**src/rtl/uart_tx_ctrl_if.sv**
```systemverilog
// Host-side write bundle and serial-side status of the UART transmitter.
// Latency: none, wires only.
// Backpressure: busy gates data_valid; requests seen while busy are dropped.
interface uart_tx_ctrl_if;
  logic       data_valid;
  logic [7:0] data_in;
  logic [1:0] parity_type;
  logic       tx_out;
  logic       busy;
  logic       done;
  logic       par_bit;

  // Host drives the request and observes line/status.
  modport master (
    output data_valid, data_in, parity_type,
    input  tx_out, busy, done, par_bit
  );

  // Transmitter consumes the request and drives line/status.
  modport slave (
    input  data_valid, data_in, parity_type,
    output tx_out, busy, done, par_bit
  );
endinterface

```
**src/rtl/uart_tx_ctrl.sv**
```systemverilog
// UART transmit sequencer: start, 8 data bits LSB first, optional parity, stop bit(s); UART_TX_STOP2_EN selects two stop bits.
// Latency: start bit appears 1 clk after data_valid is sampled in IDLE; frame = CLKS_PER_BIT*(10+P) clks (+CLKS_PER_BIT with two stops).
// Backpressure: data_valid is only sampled while idle (including the done cycle); anything offered while busy is dropped, not queued.

// Parity generator fed only from the sequencer's latches, so its output is stable for a whole frame.
module uart_tx_parity_gen (
  input  logic       rst_i,   // active-low; forces a zero output while asserted
  input  logic [7:0] data_i,
  input  logic [1:0] type_i,  // 00 none, 01 odd, 10 even, 11 odd (reported only)
  output logic       par_o
);
  // Odd-style types set the bit when the ones count is even; even mode when it is odd.
  always_comb begin
    par_o = 1'b0;
    unique case (type_i)
      2'b01, 2'b11: par_o = ~(^data_i);
      2'b10:        par_o = ^data_i;
      default:      par_o = 1'b0;
    endcase
    if (!rst_i) par_o = 1'b0;
  end
endmodule

module uart_tx_ctrl #(
  parameter int CLKS_PER_BIT = 16,
  parameter int DATA_WIDTH   = 8
) (
  input  logic          clk,
  input  logic          rst,
  uart_tx_ctrl_if.slave bus
);
  localparam int CNT_W = (CLKS_PER_BIT > 1) ? $clog2(CLKS_PER_BIT) : 1;
`ifdef UART_TX_STOP2_EN
  localparam int STOP_BITS = 2;
`else
  localparam int STOP_BITS = 1;
`endif
  localparam logic [CNT_W-1:0] CNT_LAST  = CNT_W'(CLKS_PER_BIT - 1);
  localparam logic [2:0]       IDX_LAST  = 3'(DATA_WIDTH - 1);
  localparam logic [2:0]       STOP_LAST = 3'(STOP_BITS - 1);

  typedef enum logic [2:0] {
    S_IDLE,
    S_START,
    S_DATA,
    S_PARITY,
    S_STOP
  } state_e;

  state_e                state_q, state_d;
  logic [CNT_W-1:0]      cnt_q, cnt_d;
  logic [2:0]            idx_q, idx_d;     // data bit index, reused as stop bit index
  logic [DATA_WIDTH-1:0] dat_q, dat_d;
  logic [1:0]            typ_q, typ_d;
  logic                  tx_q, tx_d;
  logic                  busy_q, busy_d;
  logic                  done_q, done_d;
  logic                  par_q;
  logic                  gen_par;
  logic                  bit_end;

  // Generator reset is tied inactive; it only ever sees the frame latches.
  uart_tx_parity_gen u_par (
    .rst_i  (1'b1),
    .data_i (dat_q),
    .type_i (typ_q),
    .par_o  (gen_par)
  );

  assign bit_end = (cnt_q == CNT_LAST);

  // Next-state, next-line and latch-load decode; tx/busy change on the same edge as the state.
  always_comb begin
    state_d = state_q;
    cnt_d   = cnt_q;
    idx_d   = idx_q;
    dat_d   = dat_q;
    typ_d   = typ_q;
    tx_d    = tx_q;
    busy_d  = busy_q;
    done_d  = 1'b0;

    if (state_q != S_IDLE) begin
      cnt_d = bit_end ? '0 : cnt_q + 1'b1;
    end

    unique case (state_q)
      S_IDLE: begin
        tx_d   = 1'b1;
        busy_d = 1'b0;
        if (bus.data_valid) begin
          dat_d   = bus.data_in;
          typ_d   = bus.parity_type;
          cnt_d   = '0;
          state_d = S_START;
          tx_d    = 1'b0;
          busy_d  = 1'b1;
        end
      end
      S_START: begin
        if (bit_end) begin
          state_d = S_DATA;
          idx_d   = '0;
          tx_d    = dat_q[0];
        end
      end
      S_DATA: begin
        if (bit_end) begin
          if (idx_q == IDX_LAST) begin
            idx_d = '0;
            if (typ_q == 2'b01 || typ_q == 2'b10) begin
              state_d = S_PARITY;
              tx_d    = gen_par;
            end else begin
              state_d = S_STOP;
              tx_d    = 1'b1;
            end
          end else begin
            idx_d = idx_q + 3'd1;
            tx_d  = dat_q[idx_d];
          end
        end
      end
      S_PARITY: begin
        if (bit_end) begin
          state_d = S_STOP;
          idx_d   = '0;
          tx_d    = 1'b1;
        end
      end
      S_STOP: begin
        if (bit_end) begin
          if (idx_q == STOP_LAST) begin
            // The done cycle is a genuine IDLE cycle, so a request here starts the next frame.
            state_d = S_IDLE;
            idx_d   = '0;
            tx_d    = 1'b1;
            busy_d  = 1'b0;
            done_d  = 1'b1;
          end else begin
            idx_d = idx_q + 3'd1;
          end
        end
      end
      default: begin
        state_d = S_IDLE;
        tx_d    = 1'b1;
        busy_d  = 1'b0;
      end
    endcase
  end

  // State and output registers; reset aborts any frame and returns the line high at once.
  always_ff @(posedge clk or negedge rst) begin
    if (!rst) begin
      state_q <= S_IDLE;
      cnt_q   <= '0;
      idx_q   <= '0;
      dat_q   <= '0;
      typ_q   <= '0;
      tx_q    <= 1'b1;
      busy_q  <= 1'b0;
      done_q  <= 1'b0;
      par_q   <= 1'b0;
    end else begin
      state_q <= state_d;
      cnt_q   <= cnt_d;
      idx_q   <= idx_d;
      dat_q   <= dat_d;
      typ_q   <= typ_d;
      tx_q    <= tx_d;
      busy_q  <= busy_d;
      done_q  <= done_d;
      par_q   <= gen_par;   // follows the latches one edge after acceptance
    end
  end

  assign bus.tx_out  = tx_q;
  assign bus.busy    = busy_q;
  assign bus.done    = done_q;
  assign bus.par_bit = par_q;
endmodule

```
**src/flat_wrapper.sv**
```systemverilog
// flat-port wrapper written by rule: the top's interface ports become plain ports
module uart_tx_ctrl_flat 
#(
  parameter int CLKS_PER_BIT = 16,
  parameter int DATA_WIDTH   = 8
)
  (clk, rst, bus_data_valid, bus_data_in, bus_parity_type, bus_tx_out, bus_busy, bus_done, bus_par_bit);
  uart_tx_ctrl_if bus_i ();
  input  logic clk;
  input  logic rst;
  input wire logic [$bits(bus_i.data_valid)-1:0] bus_data_valid;
  input wire logic [$bits(bus_i.data_in)-1:0] bus_data_in;
  input wire logic [$bits(bus_i.parity_type)-1:0] bus_parity_type;
  output wire logic [$bits(bus_i.tx_out)-1:0] bus_tx_out;
  output wire logic [$bits(bus_i.busy)-1:0] bus_busy;
  output wire logic [$bits(bus_i.done)-1:0] bus_done;
  output wire logic [$bits(bus_i.par_bit)-1:0] bus_par_bit;
  assign bus_i.data_valid = bus_data_valid;
  assign bus_i.data_in = bus_data_in;
  assign bus_i.parity_type = bus_parity_type;
  assign bus_tx_out = bus_i.tx_out;
  assign bus_busy = bus_i.busy;
  assign bus_done = bus_i.done;
  assign bus_par_bit = bus_i.par_bit;
  uart_tx_ctrl #(.CLKS_PER_BIT(CLKS_PER_BIT), .DATA_WIDTH(DATA_WIDTH)) u_core (.clk(clk), .rst(rst), .bus(bus_i));
endmodule
```
**config.mk**
```make
export PLATFORM = sky130hd
export DESIGN_NAME = uart_tx_ctrl_flat
export DESIGN_NICKNAME = d
export VERILOG_FILES = /design/src/rtl/uart_tx_ctrl_if.sv /design/src/rtl/uart_tx_ctrl.sv /design/src/flat_wrapper.sv
export SDC_FILE = /design/constraint.sdc
export NUM_CORES = 1
export LEC_CHECK = 0
export ABC_AREA = 0
export BUFFER_PORTS_ARGS = -buffer_cell sky130_fd_sc_hd__buf_2
export CAP_MARGIN = 10
export CELL_PAD_IN_SITES_DETAIL_PLACEMENT = 1
export CELL_PAD_IN_SITES_GLOBAL_PLACEMENT = 1
export CORE_ASPECT_RATIO = 2
export CORE_MARGIN = 8
export CORE_UTILIZATION = 48
export DETAILED_ROUTE_END_ITERATION = 8
export PLACE_DENSITY_LB_ADDON = 0.1
export SLEW_MARGIN = 10
export SYNTH_ARGS = -nofsm -noshare
export SYNTH_HDL_FRONTEND = slang
export SYNTH_HIERARCHICAL = 1
export SYNTH_SLANG_ARGS = --single-unit
```
**constraint.sdc**
```tcl
create_clock -name clk -period 4.95 [get_ports clk]
set_input_delay 0.7425 -clock clk [delete_from_list [all_inputs] [get_ports clk]]
set_output_delay 0.7425 -clock clk [all_outputs]
set_load 0.02 [all_outputs]
```
## Yosys cells after proc, flatten, opt, wreduce, memory -nomap -nowiden

Index checks and enable logic that the tools add are counted.

| cells by class | value |
|---|---|
| add/subtract/negate cells | 2 |
| order comparisons | 1 |
| equality and inequality tests | 17 |
| multiplexer cells | 38 |
| bitwise gates (word level) | 2 |
| reduce and logical (&&, ||, !) cells | 14 |

Operator list:

| kind | number |
|---|---|
| $mux W3 | 13 |
| $mux W4 | 4 |
| $mux W1 | 15 |
| $pmux W3 S5 | 1 |
| $ne A2 B1 Y1 const B | 7 |
| $pmux W3 S3 | 1 |
| $reduce_xor A8 Y1 | 1 |
| $reduce_and A7 Y1 | 1 |
| $eq A3 B2 Y1 const B | 2 |
| $eq A3 B3 Y1 const B | 2 |
| $logic_not A3 Y1 | 2 |
| $reduce_bool A3 Y1 | 2 |
| $pmux W1 S5 | 1 |
| $reduce_and A5 Y1 | 1 |
| $add A4 B1 Y4 const B | 1 |
| $eq A2 B2 Y1 const B | 2 |
| $eq A4 B4 Y1 const B | 1 |
| $lt A3 B4 Y1 const B | 1 |
| $reduce_and A4 Y1 | 1 |
| $reduce_or A2 Y1 | 2 |
| $add A3 B1 Y3 const B | 1 |
| $bmux W1 S3 | 1 |
| $eq A3 B1 Y1 const B | 1 |
| $pmux W1 S3 | 1 |
| other kinds (8) | 9 |

| storage, ports and cells | value |
|---|---|
| bits in registers | 24 |
| bits of input ports | 13 |
| output and inout bits | 4 |
| word-level logic and storage cells | 83 |

## Longest topological paths before layout

| depth | value |
|---|---|
| depth in word-level cells | 7 |
| gate-level depth with buffers | 7 |
| mapped depth without buffers | 7 |

## Modules after synthesis

Netlist, hierarchy kept.

Modules (own cells, without submodules):

| module | times used | cells each | area an instance (sq um) | seq. area each (sq um) |
|---|---|---|---|---|
| uart_tx_ctrl | 1 | 111 | 1237.4 | 601.8 |
| uart_tx_parity_gen | 1 | 10 | 82.6 | 0.0 |

## Worst setup path before layout

No wires, ideal clock.

| timing | value |
|---|---|
| path kind | register to register |
| from | register u_core.idx_q[0] |
| to | register u_core.tx_q, in the netlist u_core/bus.tx_out |
| library setup time | 0.086 ns |
| arrival | 1.758 ns |
| required time | 4.864 ns |
| path slack | 3.107 ns |
| stages on the path, launching flop included | 7 |
| buffers on the path | 0 |
| period minus slack after synthesis | 1.843 ns |
| path through | dfrtp_1 inv_1 ha_1 mux4_1 mux2_2 o221ai_2 a31oi_1 |

| on the way | value |
|---|---|
| longest elaborated chain between the ends | 6 |
| elaborated cells on any way between the ends | 10 |
| those cells by class | add/sub: 1; eq/ne: 2; mux: 5; reduce/logical: 2 |

RTL lines:

| element | RTL line | source |
|---|---|---|
| start, declared | uart_tx_ctrl.sv:52 | `logic [2:0] idx_q, idx_d;` |
| start signal, assigned | uart_tx_ctrl.sv:168 | `idx_q <= idx_d;` |
| $add A3 B1 Y3 | uart_tx_ctrl.sv:119 | `idx_d = idx_q + 3'd1;` |
| $bmux W1 S3 | uart_tx_ctrl.sv:120 | `tx_d = dat_q[idx_d];` |
| $mux W1 (implied by the code) | uart_tx_ctrl.sv:120 |  |
| $mux W1 | uart_tx_ctrl.sv:109 | `if (idx_q == IDX_LAST) begin` |
| $mux W1 | uart_tx_ctrl.sv:108 | `if (bit_end) begin` |
| $pmux W1 S5 | uart_tx_ctrl.sv:87 | `unique case (state_q)` |
| end signal, assigned | uart_tx_ctrl.sv:171 | `tx_q <= tx_d;` |
| end, declared | uart_tx_ctrl.sv:55 | `logic tx_q, tx_d;` |

Several ways; a longest one is shown, not always the timed one. The select of a mux whose other input is x is not followed.
A chain may end at the register's enable or synchronous reset.

## Final worst setup path

Same ends and word-level chain as after synthesis.

==> reports/metrics.cfg <==
[die]
core-area_um2 = 2700
die_x_um = 53.1
vertical_extent_of_the_die_um = 90.2
floorplan.die_area_um2 = 4790
ioPinCount = 17
initial_utilization_pct = 48.8
floorplan.rows = 27

[final_layout]
n_fill_cell = 317
instances_no_fill = 166
final_net_count = 155
syn2layout_area_growth_pct = 11.5
postLayoutCoreUtil_pct = 54.4
ant_diodes = 0
fin_area_um2 = 1470
layout_cells_sized_above_1_pct = 18.2

[grt]
antenna_violations_before_repair = 0
vias_in_the_first_global_route = 1146
grt.overflow.total = 0
global_route.usage.total_pct = 14.5
grt_max_degree = 25
grt_pass1_wl_um = 5300

[yosys]
sequential_area_share_after_synthesis_pct = 45.6
synth_commonest_cells = dfrtp_1 (23), mux2_1 (10), nand2_1 (9)
ys_async_sr_fraction_pct = 100
ys.flop_type = dfrtp_1
syn-mean-instance-area_um2 = 10.9
synth_largest_type_area_fraction_pct = 43.6
yosysTopAreaCell = dfrtp_1
synth_edf_count = 0
synthesis.yosys.warnings = 6
flip_flop_and_latch_count_after_synthesis = 24
netlist_area_um2 = 1320
number_of_instances_in_the_synthesized_netlist = 121
synth.most_common_cell = dfrtp_1
ys_top_cells_by_area = dfrtp_1 (44%), mux2_1 (8.5%), xnor2_1 (5.3%)
ys_types = 39

[place]
place.detailed.hpwl_um = 2500
placement.setup.worst_slack_ns = 2.97
placed_cells_incl_taps = 162
gp_routability_congestion = 0.758
port_buffers = 16
dpl-instance-area_um2 = 1420

[routing]
route.final.wire_length_um = 3130
drc = 0
route.detailed.vias_per_inst = 5.97
drt-pass1-iter-count = 3
detail-route-antenna-nets = 0
routedWlPerCell_um = 18.8
dr_total_vias = 991
dr.first_iter.drc_count = 8

[timing]
unrepaired_setup_endpoints_after_global_routing = no
slew-limit-headroom_pct = 64.5
endpoints_failing_setup = 0
final.setup_skew_ns = 0.00178
fin_hold_ws_ns = 0.441
finalWorstSetupSlack_ns = 2.97
timing_max_transition_violations_final = 0
tightestPinTransition_ns = 0.533
finalSetupTns_ns = 0
layout_worst_path_cycle_share_pct = 40.0
timing.final.hold_violations = 0
max_freq_mhz = 505
fin_crit_ns = 1.98

[flow_run]
timing.max_cap.violations = 0

[cts]
clock-root-buffer = clkbuf_8
tritoncts.num_buffers = 3
total_of_cells_resized_after_clock_tree_synthesis = 0
clock_path_buffers = 2
h_tree_level_count = 1
clock_latency_on_the_worst_skew_pair_ns = 0.27
cts_tree = yes
clock-sinks = 24
cts_setup_buffers = 0
cts_hold_buffers = 0
clk_pin_slew_worst_paths_ns = 0.08

[critical_path]
rr_worst_depth = 6
required_ns = 5.15
cp_data_arrival_time_ns = 2.18
cp_max_fo = 4
worstSetupPathType = reg2reg
worstSetupEndpointType = flop
critical_path.startpoint_type = flop

[power_and_ir_drop]
power.total_mw = 0.867
vdd_ir_drop_max_uv = 344
power-per-cell-area_nw_per_um2 = 589
total_leakage_power_nw = 0.637

[hold_path]
worst_hold_path_type = in2async

[outcome]
result_of_the_run = complete, no violations

==> path summary, 6_finish.rpt <==
check / from / endpoint / slack, ns
hold / removal: rst / u_core/cnt_q[1] / 0.44
hold reg to reg: u_core/cnt_q[3] / u_core/cnt_q[3] / 0.50
setup reg to reg: u_core/idx_q[0] / u_core/bus.tx_out / 2.97
min in group clk: u_core/cnt_q[3] / u_core/cnt_q[3] / 0.50
max in group asynchronous: rst / u_core/bus.tx_out / 4.14
setup / recovery: u_core/idx_q[0] / u_core/bus.tx_out / 2.97
==> kinds of logic (layout without fill, tap and decap cells) <==
kind of cell    count (synthesis)  after routing  synth area share (%)
flops                          24             24                  45.6
mux                            16             16                  15.6
simple gates                   33             33                  13.3
xor+xnor                        8              8                  5.31
other cells                     1              2                 0.284
fa+ha+maj                       4              4                  3.79
compound gates                 27             27                  13.5
buf+inv                         8             23                  2.65
==> cells in the final DEF, fill, tap and decap left out, types with 3 or more instances in the layout <==
cell type  Yosys  layout
mux2_1        10      10
dfrtp_1       23      23
nand2_1        9       9
ha_1           4       4
a21oi_1        5       5
xnor2_1        8       8
nand3_1        4       4
o21ai_1        5       5
mux2i_1        3       3
buf_2          1      16
or3_1          3       3
nand3b_1       3       3
clkbuf_8       0       4
o21ai_0        6       6
nor2_1         5       5
==> metal layers <==
metal / GRT usage, % / wire length [um] / vias up
li1: - / - / 472
met1: 12.5 / 1030 / 502
met2: 28.3 / 1950 / 12
met3: 3.63 / 102 / 5
met4: 5.08 / 48 / 0
met5: 0 / 0 / -
==> state kept, by name (all words and copies together) (netlist names) <==
register / count
u_core/idx_q: 3
u_core/cnt_q: 4
u_core/bus.tx_out: 1
u_core/bus.busy: 1
u_core/dat_q: 8
u_core/state_q: 3
u_core/bus.done: 1
u_core/bus.par_bit: 1
u_core/typ_q: 2
==> worst max-delay path, stage by stage, from the launching register on <==
cell      delay (ns)
dfrtp_1         0.36
inv_1           0.09
ha_1            0.36
mux4_1          0.56
mux2_2          0.30
o221ai_2        0.15
a31oi_1         0.10
==> cell type report <==
| type | count | area (um2) | area share [%] |
|---|---|---|---|
| Clock buffer | 4 | 55.1 | 3.74 |
| Inverter | 3 | 11.3 | 0.765 |
| Tap cell | 29 | 36.3 | 2.47 |
| Sequential cell | 24 | 602 | 40.9 |
| Multi-Input combinational cell | 90 | 687 | 46.7 |
| Timing Repair Buffer | 16 | 80.1 | 5.44 |
==> power by group <==
part	internal (mW)	switching (mW)
clock network	0.0711	0.0636
registers	0.274	0.0908
logic	0.185	0.182
(Power assumes the default switching activity.)
